--- config.mk ---
export PLATFORM = sky130hd
export DESIGN_NAME = hs32_opfetch
export DESIGN_NICKNAME = d
export VERILOG_FILES = /design/src/rtl/hs32_opfetch_pkg.sv /design/src/rtl/hs32_opfetch.sv
export SDC_FILE = /design/constraint.sdc
export NUM_CORES = 1
export LEC_CHECK = 0
export CAP_MARGIN = 20
export CORE_ASPECT_RATIO = 1.75
export CORE_MARGIN = 2
export CORE_UTILIZATION = 42
export DETAILED_ROUTE_END_ITERATION = 10
export PLACE_DENSITY = 0.86
export SYNTH_ARGS = -nofsm -noshare
export SYNTH_HDL_FRONTEND = slang
export SYNTH_SLANG_ARGS = --single-unit
export TNS_END_PERCENT = 100
--- constraint.sdc ---
create_clock -name clk -period 2.3 [get_ports clk]
set_clock_uncertainty 0.05 [all_clocks]
set_input_delay 0.575 -clock clk [delete_from_list [all_inputs] [get_ports clk]]
set_output_delay 0.575 -clock clk [all_outputs]
set_load 0.005 [all_outputs]
--- src/rtl/hs32_opfetch_pkg.sv ---
// Shared CPU constants used by the operand-fetch stage.
// Holds the default register-file geometry and the fetch FSM encoding.
// Decode-owned control fields are deliberately absent; the fetch stage
// carries them as an opaque tag.
package hs32_opfetch_pkg;

    // Register file geometry: 16 registers of 32 bits.
    localparam int ADDR_W_DEF = 4;
    localparam int DATA_W_DEF = 32;
    localparam int CTL_W_DEF  = 16;

    // Operand-fetch sequencer states.
    // IDLE : nothing in flight, ready for a request
    // READ : register file read data is arriving, operands are captured
    // HOLD : operands are presented to execute until consumed
    typedef enum logic [1:0] {
        ST_IDLE = 2'd0,
        ST_READ = 2'd1,
        ST_HOLD = 2'd2
    } opf_state_t;

endpackage : hs32_opfetch_pkg

--- src/rtl/hs32_opfetch.sv ---
// HS32 operand fetch stage.
// Accepts an operand request from decode, drives the external register file
// read ports, captures both operands one cycle later with same-cycle
// writeback forwarding, and holds them for execute until they are consumed.
// Writeback traffic is passed straight to the register file write port and
// always wins over new requests.
module hs32_opfetch
    import hs32_opfetch_pkg::*;
#(
    parameter int ADDR_W = ADDR_W_DEF,
    parameter int DATA_W = DATA_W_DEF,
    parameter int CTL_W  = CTL_W_DEF
) (
    input  logic              clk,
    input  logic              reset,

    // Request from decode
    input  logic              req_valid,
    output logic              req_ready,
    input  logic [ADDR_W-1:0] req_rs1,
    input  logic [ADDR_W-1:0] req_rs2,
    input  logic [ADDR_W-1:0] req_rd,
    input  logic [DATA_W-1:0] req_imm,
    input  logic [CTL_W-1:0]  req_ctl,

    // Writeback from the end of the pipe
    input  logic              wb_valid,
    input  logic [ADDR_W-1:0] wb_adr,
    input  logic [DATA_W-1:0] wb_data,

    // External register file
    output logic              rf_we,
    output logic [ADDR_W-1:0] rf_wadr,
    output logic [DATA_W-1:0] rf_din,
    output logic [ADDR_W-1:0] rf_radr1,
    output logic [ADDR_W-1:0] rf_radr2,
    input  logic [DATA_W-1:0] rf_dout1,
    input  logic [DATA_W-1:0] rf_dout2,

    // Operands to execute
    output logic              op_valid,
    input  logic              op_ready,
    output logic [DATA_W-1:0] op_a,
    output logic [DATA_W-1:0] op_b,
    output logic [ADDR_W-1:0] op_rd,
    output logic [DATA_W-1:0] op_imm,
    output logic [CTL_W-1:0]  op_ctl
);

    opf_state_t state, state_nxt;

    // Request fields latched at the handshake
    logic [ADDR_W-1:0] rs1_q;
    logic [ADDR_W-1:0] rs2_q;
    logic [ADDR_W-1:0] rd_q;
    logic [DATA_W-1:0] imm_q;
    logic [CTL_W-1:0]  ctl_q;

    logic handshake;
    logic fwd_a;
    logic fwd_b;
    logic load_ops;
    logic release_ops;

    // Writeback goes straight to the register file write port; it is never
    // stalled and is masked only while reset is asserted.
    always_comb begin
        rf_we   = wb_valid & ~reset;
        rf_wadr = wb_adr;
        rf_din  = wb_data;
    end

    // Request acceptance: only when the write port is quiet and either
    // nothing is in flight or the held operands are being consumed now.
    always_comb begin
        req_ready = 1'b0;
        if (!reset && !wb_valid) begin
            req_ready = (state == ST_IDLE) ||
                        ((state == ST_HOLD) && op_ready);
        end
        handshake = req_valid & req_ready;
    end

    // Read addresses follow decode while a request can be taken, so the
    // registered read data is ready in READ; otherwise they stay on the
    // latched sources.
    always_comb begin
        rf_radr1 = rs1_q;
        rf_radr2 = rs2_q;
        if (req_ready) begin
            rf_radr1 = req_rs1;
            rf_radr2 = req_rs2;
        end
    end

    // Forwarding selects: a write landing on a source register in the
    // capture cycle is not visible on the frozen read data, so take it
    // from the write port instead.
    always_comb begin
        fwd_a = rf_we && (rf_wadr == rs1_q);
        fwd_b = rf_we && (rf_wadr == rs2_q);
    end

    // Next-state logic for the fetch sequencer.
    always_comb begin
        // NOTE: every output of a combinational block gets a default first so
        // no path leaves it unassigned, which would infer a latch.
        state_nxt   = state;
        load_ops    = 1'b0;
        release_ops = 1'b0;
        unique case (state)
            ST_IDLE: begin
                if (handshake) begin
                    state_nxt = ST_READ;
                end
            end
            ST_READ: begin
                // Exactly one cycle, whatever the writeback port is doing.
                load_ops  = 1'b1;
                state_nxt = ST_HOLD;
            end
            ST_HOLD: begin
                if (op_ready) begin
                    release_ops = 1'b1;
                    state_nxt   = handshake ? ST_READ : ST_IDLE;
                end
            end
            default: begin
                state_nxt = ST_IDLE;
            end
        endcase
    end

    // State register; reset wins over any same-cycle handshake.
    always_ff @(posedge clk) begin
        // NOTE: sequential state is updated with non-blocking assignments so
        // every register samples pre-edge values regardless of block order.
        if (reset) begin
            state <= ST_IDLE;
        end else begin
            state <= state_nxt;
        end
    end

    // Latch the request fields at the handshake.
    always_ff @(posedge clk) begin
        if (reset) begin
            rs1_q <= '0;
            rs2_q <= '0;
            rd_q  <= '0;
            imm_q <= '0;
            ctl_q <= '0;
        end else if (handshake) begin
            rs1_q <= req_rs1;
            rs2_q <= req_rs2;
            rd_q  <= req_rd;
            imm_q <= req_imm;
            ctl_q <= req_ctl;
        end
    end

    // Capture operands in READ and keep them frozen through HOLD; later
    // writebacks deliberately do not touch held operands.
    always_ff @(posedge clk) begin
        if (reset) begin
            op_a   <= '0;
            op_b   <= '0;
            op_rd  <= '0;
            op_imm <= '0;
            op_ctl <= '0;
        end else if (load_ops) begin
            op_a   <= fwd_a ? wb_data : rf_dout1;
            op_b   <= fwd_b ? wb_data : rf_dout2;
            op_rd  <= rd_q;
            op_imm <= imm_q;
            op_ctl <= ctl_q;
        end
    end

    // Operand valid: raised by the capture, dropped once execute takes it.
    always_ff @(posedge clk) begin
        if (reset) begin
            op_valid <= 1'b0;
        end else if (load_ops) begin
            op_valid <= 1'b1;
        end else if (release_ops) begin
            op_valid <= 1'b0;
        end
    end

endmodule : hs32_opfetch

# Word level (Yosys, flattened, before mapping)
# Cells that the tools add are included.
# Widths: inputs -> output; s select.
[op_classes]
add_sub_neg = 0
multipliers = 0
div = 0
order_cmp = 0
eq_ne = 6
n_shift = 0
muxes = 14
bitwise_logic = 3
n_reduce_logical = 10
[ops]
columns = ["cell", "count"]
rows = [
  ["$mux 32", 2],
  ["$eq 4x4->1", 2],
  ["$mux 4", 2],
  ["$mux 1", 7],
  ["$pmux 2 s3", 1],
  ["$logic_and 1x1->1", 4],
  ["$mux 2", 2],
  ["$ne 2x2->1 const B", 2],
  ["$and 1x1->1", 2],
  ["$eq 2x1->1 const B", 1],
  ["$eq 2x2->1 const B", 1],
  ["$logic_not 1->1", 2],
  ["$logic_not 2->1", 1],
  ["$reduce_and 2->1", 1],
  ["$reduce_bool 2->1", 1],
  ["$logic_or 1x1->1", 1],
  ["$not 1->1", 1],
]
[totals]
register_bits = 179
latchBits = 0
mem_bits_rw = 0
rom_bits = 0
mem_count = 0

# Depth between registers and ports, before layout
[logic_depth]
word_depth = 8
depth_mapped = 6
depth_no_buf = 4

# Worst setup path after synthesis
# Ideal clock, no wire load.
[synth_path]
kind = "in2out"
start = "input reset"
end = "output rf_radr1[0]"
arrival_time_ns = 1.586
t_required_ns = 1.675
path_slack_ns = 0.089
path_stages = 4
path_cell_list = "buf_2 nor4_4 buf_4 mux2_2"
[synth_between]
elab_chain_len = 4
[synth_rtl]
columns = ["element", "line_no", "text"]
rows = [
  ["start, declared", "hs32_opfetch.sv:15", "input logic reset,"],
  ["$logic_not 1->1", "hs32_opfetch.sv:77", "if (!reset && !wb_valid) begin"],
  ["$logic_and 1x1->1", "hs32_opfetch.sv:77", ""],
  ["$mux 1", "hs32_opfetch.sv:77", ""],
  ["$mux 4", "hs32_opfetch.sv:90", "if (req_ready) begin"],
  ["end, declared", "hs32_opfetch.sv:35", "output logic [ADDR_W-1:0] rf_radr1,"],
]
# Every way passes these cells.

# Worst setup path in the final report
[layout_path]
start = "input wb_valid"
end = "output rf_radr1[1]"
[layout_between]
elab_chain_len = 4
[layout_rtl]
columns = ["element", "line_no", "text"]
rows = [
  ["start, declared", "hs32_opfetch.sv:27", "input logic wb_valid,"],
  ["$logic_not 1->1", "hs32_opfetch.sv:77", ""],
  ["$logic_and 1x1->1", "hs32_opfetch.sv:77", ""],
  ["$mux 1", "hs32_opfetch.sv:77", ""],
  ["$mux 4", "hs32_opfetch.sv:90", ""],
]
# Every way passes these cells.

==> results.sh <==
export IMPL_ir_drop_mv=0.7136
export IMPL_postSynthNetCount=1103
export IMPL_initial_core_util_pct=42.55
export IMPL_firstDrtPassIters=6
export IMPL_tightest_slew_ps=584.3
export IMPL_fin_setup_tns_ps=-1474
export IMPL_worstSetupStartpointType="primary input"
export IMPL_maxSlewViolCount=0
export IMPL_critical_path_max_stage_delay_ps=320
export IMPL_ios=328
export IMPL_synth_simple_area_share_pct=14.18
export IMPL_grt_max_degree=115
export IMPL_finalPower_uw=7345
export IMPL_min_period_ps=2478
export IMPL_antenna_found_initial=0
export IMPL_end_kind="primary output"
export IMPL_drive_above_1_share_pct=10.95
export IMPL_setup_viol_count_final=9
export IMPL_core_area_mm2=0.01738
export IMPL_synth_area_mm2=0.007395
export IMPL_clk_latency_ps=410
export IMPL_fillers=1396
export IMPL_dp_cells=1436
export IMPL_worstPathRequired_ps=1670
export IMPL_avgViaCountPerCell=5.455
export IMPL_dpl_cell_area_mm2=0.01100
export IMPL_drt_drc_violations_left=0
export IMPL_crit_arrival_ps=1850
export IMPL_cts_made_buffers=17
export IMPL_fin_ws_ps=-178.2
export IMPL_cts_max_level=4
export IMPL_ys_ff_latch=179
export IMPL_clkSinkCount=179
export IMPL_ys_seq_area_share_pct=48.46
export IMPL_die_w_um=104.3
export IMPL_n_antenna_cell=0
export IMPL_drv_cap=0
export IMPL_leakage_uw=0.004244
export IMPL_async_flop_share_pct=0
export IMPL_clock_fmax_ghz=0.4035
export IMPL_cts_root_buf="clkbuf_16"
export IMPL_die_y_um=179.5
export IMPL_cts_reportedPaths_clkPinSlew_ps=80
export IMPL_drt_initial_drc_count=390
export IMPL_synth_xor_area_share_pct=0.9475
export IMPL_final_cells=1473
export IMPL_cp_slowest_cell="nor4_4"
export IMPL_netlist_instances=938
export IMPL_area_delta_synth_final_pct=57.61
export IMPL_grt_pass1_wl_um=41330
export IMPL_ant_nets=0
export IMPL_totalWireLength_um=26190
export IMPL_wl_per_cell_um=17.78
export IMPL_seqCellArea_mm2=0.003583
export IMPL_grt_overflow_total=0
export IMPL_rsz0062_at_grt="yes"
export IMPL_synth_compound_area_share_pct=26.13
export IMPL_final_area_mm2=0.01165
export IMPL_hold_class="reg -> reg"
export IMPL_synth_cell_types=26
export IMPL_cts_max_path_buffers=2
export IMPL_crit_chain="dlygate4sd2_1 -> nor4_4 -> buf_12 -> buf_8 -> mux2_2 -> buf_2"
export IMPL_cts_tree="yes"
export IMPL_track_usage_pct=27.17
export IMPL_rows=64
export IMPL_multi_input_area_mm2=0.003201
export IMPL_die_area_mm2=0.01873
export IMPL_gp_congestion=0.9004
export IMPL_relSlewSlack_pct=61.05
export IMPL_synth_avg_cell_area_um2=7.883
export IMPL_io_buffers=327
export IMPL_synth_edf_count=0
export IMPL_post_route_util_pct=67.07
export IMPL_synth_top_family_by_area="compound AO/OA/AOI/OAI gates"
export IMPL_dp_hpwl_um=18350
export IMPL_yosys_most_used_dff="dfxtp_1"
export IMPL_synth_adder_area_share_pct=0
export IMPL_status="finished, violations left"
export IMPL_nNetsFinal=1395
export IMPL_ys_warnings_count=0
export IMPL_post_route_period_util_pct=107.7
export IMPL_worstSetupPathType="in -> out"
export IMPL_grt_pass1_vias=7760
export IMPL_violations="setup timing"
export IMPL_synthMuxAreaShare_pct=1.218
export IMPL_hold_viol_final=0
export IMPL_powerDensity_mw_per_mm2=630.2
export IMPL_routed_via_count=8035
export IMPL_cp_max_fo=4
layout make-up:
type,instances,area share (%)
flip-flops and latches,179,30.75
clock inverters,14,1.439
clock buffers,17,3.650
well taps,231,2.480
multi-input cells,628,27.46
inverters,3,0.09662
repair buffers,401,34.13
cells by family after synthesis:
| logic type | after synthesis |
|---|---|
| compound gates | 370 |
| simple gates | 242 |
| flops | 179 |
| buf+inv | 131 |
| xor+xnor | 8 |
| mux | 8 |
state kept, by name (all words and copies together), names as in the netlist:
name      count
op_b         32
rs1_q         4
op_imm       32
rd_q          4
state         2
ctl_q        16
op_rd         4
rs2_q         4
imm_q        32
op_ctl       16
op_a         32
op_valid      1
critical path: cells and delay by family:
family,cells,cell delay [ps]
buf+inv,4,630
mux,1,320
simple gates,1,320
through the flow:
step,hold WS [ps],setup slack [ps]
after global routing,418.0,-220.7
final,390.9,-178.2
after floorplan,382.1,89.16
after global placement,385.4,-721.6
after detailed placement,394.0,-781.4
after CTS,395.1,-249.4
synth_stat cells, drive strengths merged, types with 2 or more instances:
master	count	area (um^2)
a21oi	177	885.9
a31oi	64	400.4
and3	2	12.51
buf	68	434.2
clkbuf	60	225.2
dfxtp	179	3583
inv	2	7.510
mux2	8	90.09
nand2	164	615.6
nand2b	2	20.02
nand3	62	310.3
nor2	4	15.01
o21ai	129	645.6
or2	2	12.51
xnor2	6	52.55
xor2	2	17.52
report_power, final:
part | total [uW] | internal [uW] | switching [uW]
Sequential | 3250 | 3200 | 54.5
Combinational | 1130 | 638 | 493
Clock | 2960 | 1640 | 1320
Total | 7340 | 5470 | 1870
metal layers:
metal	vias up	global-route usage, %	wire length, um
met4	0	16.49	1667
met1	3706	30.94	9646
met3	98	4.423	1539
li1	3818	-	-
met2	413	47.11	13340
met5	-	0	0
cells in the final DEF (no fill, tap or decap), types with 5 or more instances in the layout:
cell,n
mux2_4,6
buf_12,15
xnor2_1,6
clkbuf_16,17
nand2_1,164
inv_6,5
clkdlybuf4s50_1,311
a31oi_1,64
a21oi_1,177
dfxtp_1,179
o21ai_0,129
buf_2,9
buf_4,60
nand3_1,62
what timing repair did:
| item | 4_1_cts | 5_1_grt |
|---|---|---|
| pin swaps | 1 | 1 |
| endpoints found under the setup margin | 11 | 11 |
| hold buffers | 0 | 0 |
| buffers inserted | 5 | 0 |
| gates resized for setup | 54 | 2 |
worst paths after layout:
check            from          end  slack (ps)  cells after the start
max reg2reg  state[1]     imm_q[8]         420                      9
min          imm_q[0]    op_imm[0]         390                      2
min reg2reg  imm_q[0]    op_imm[0]         390                      2
max          wb_valid  rf_radr1[1]        -180                      6
Note: power is estimated with default switching activity, not from simulation.
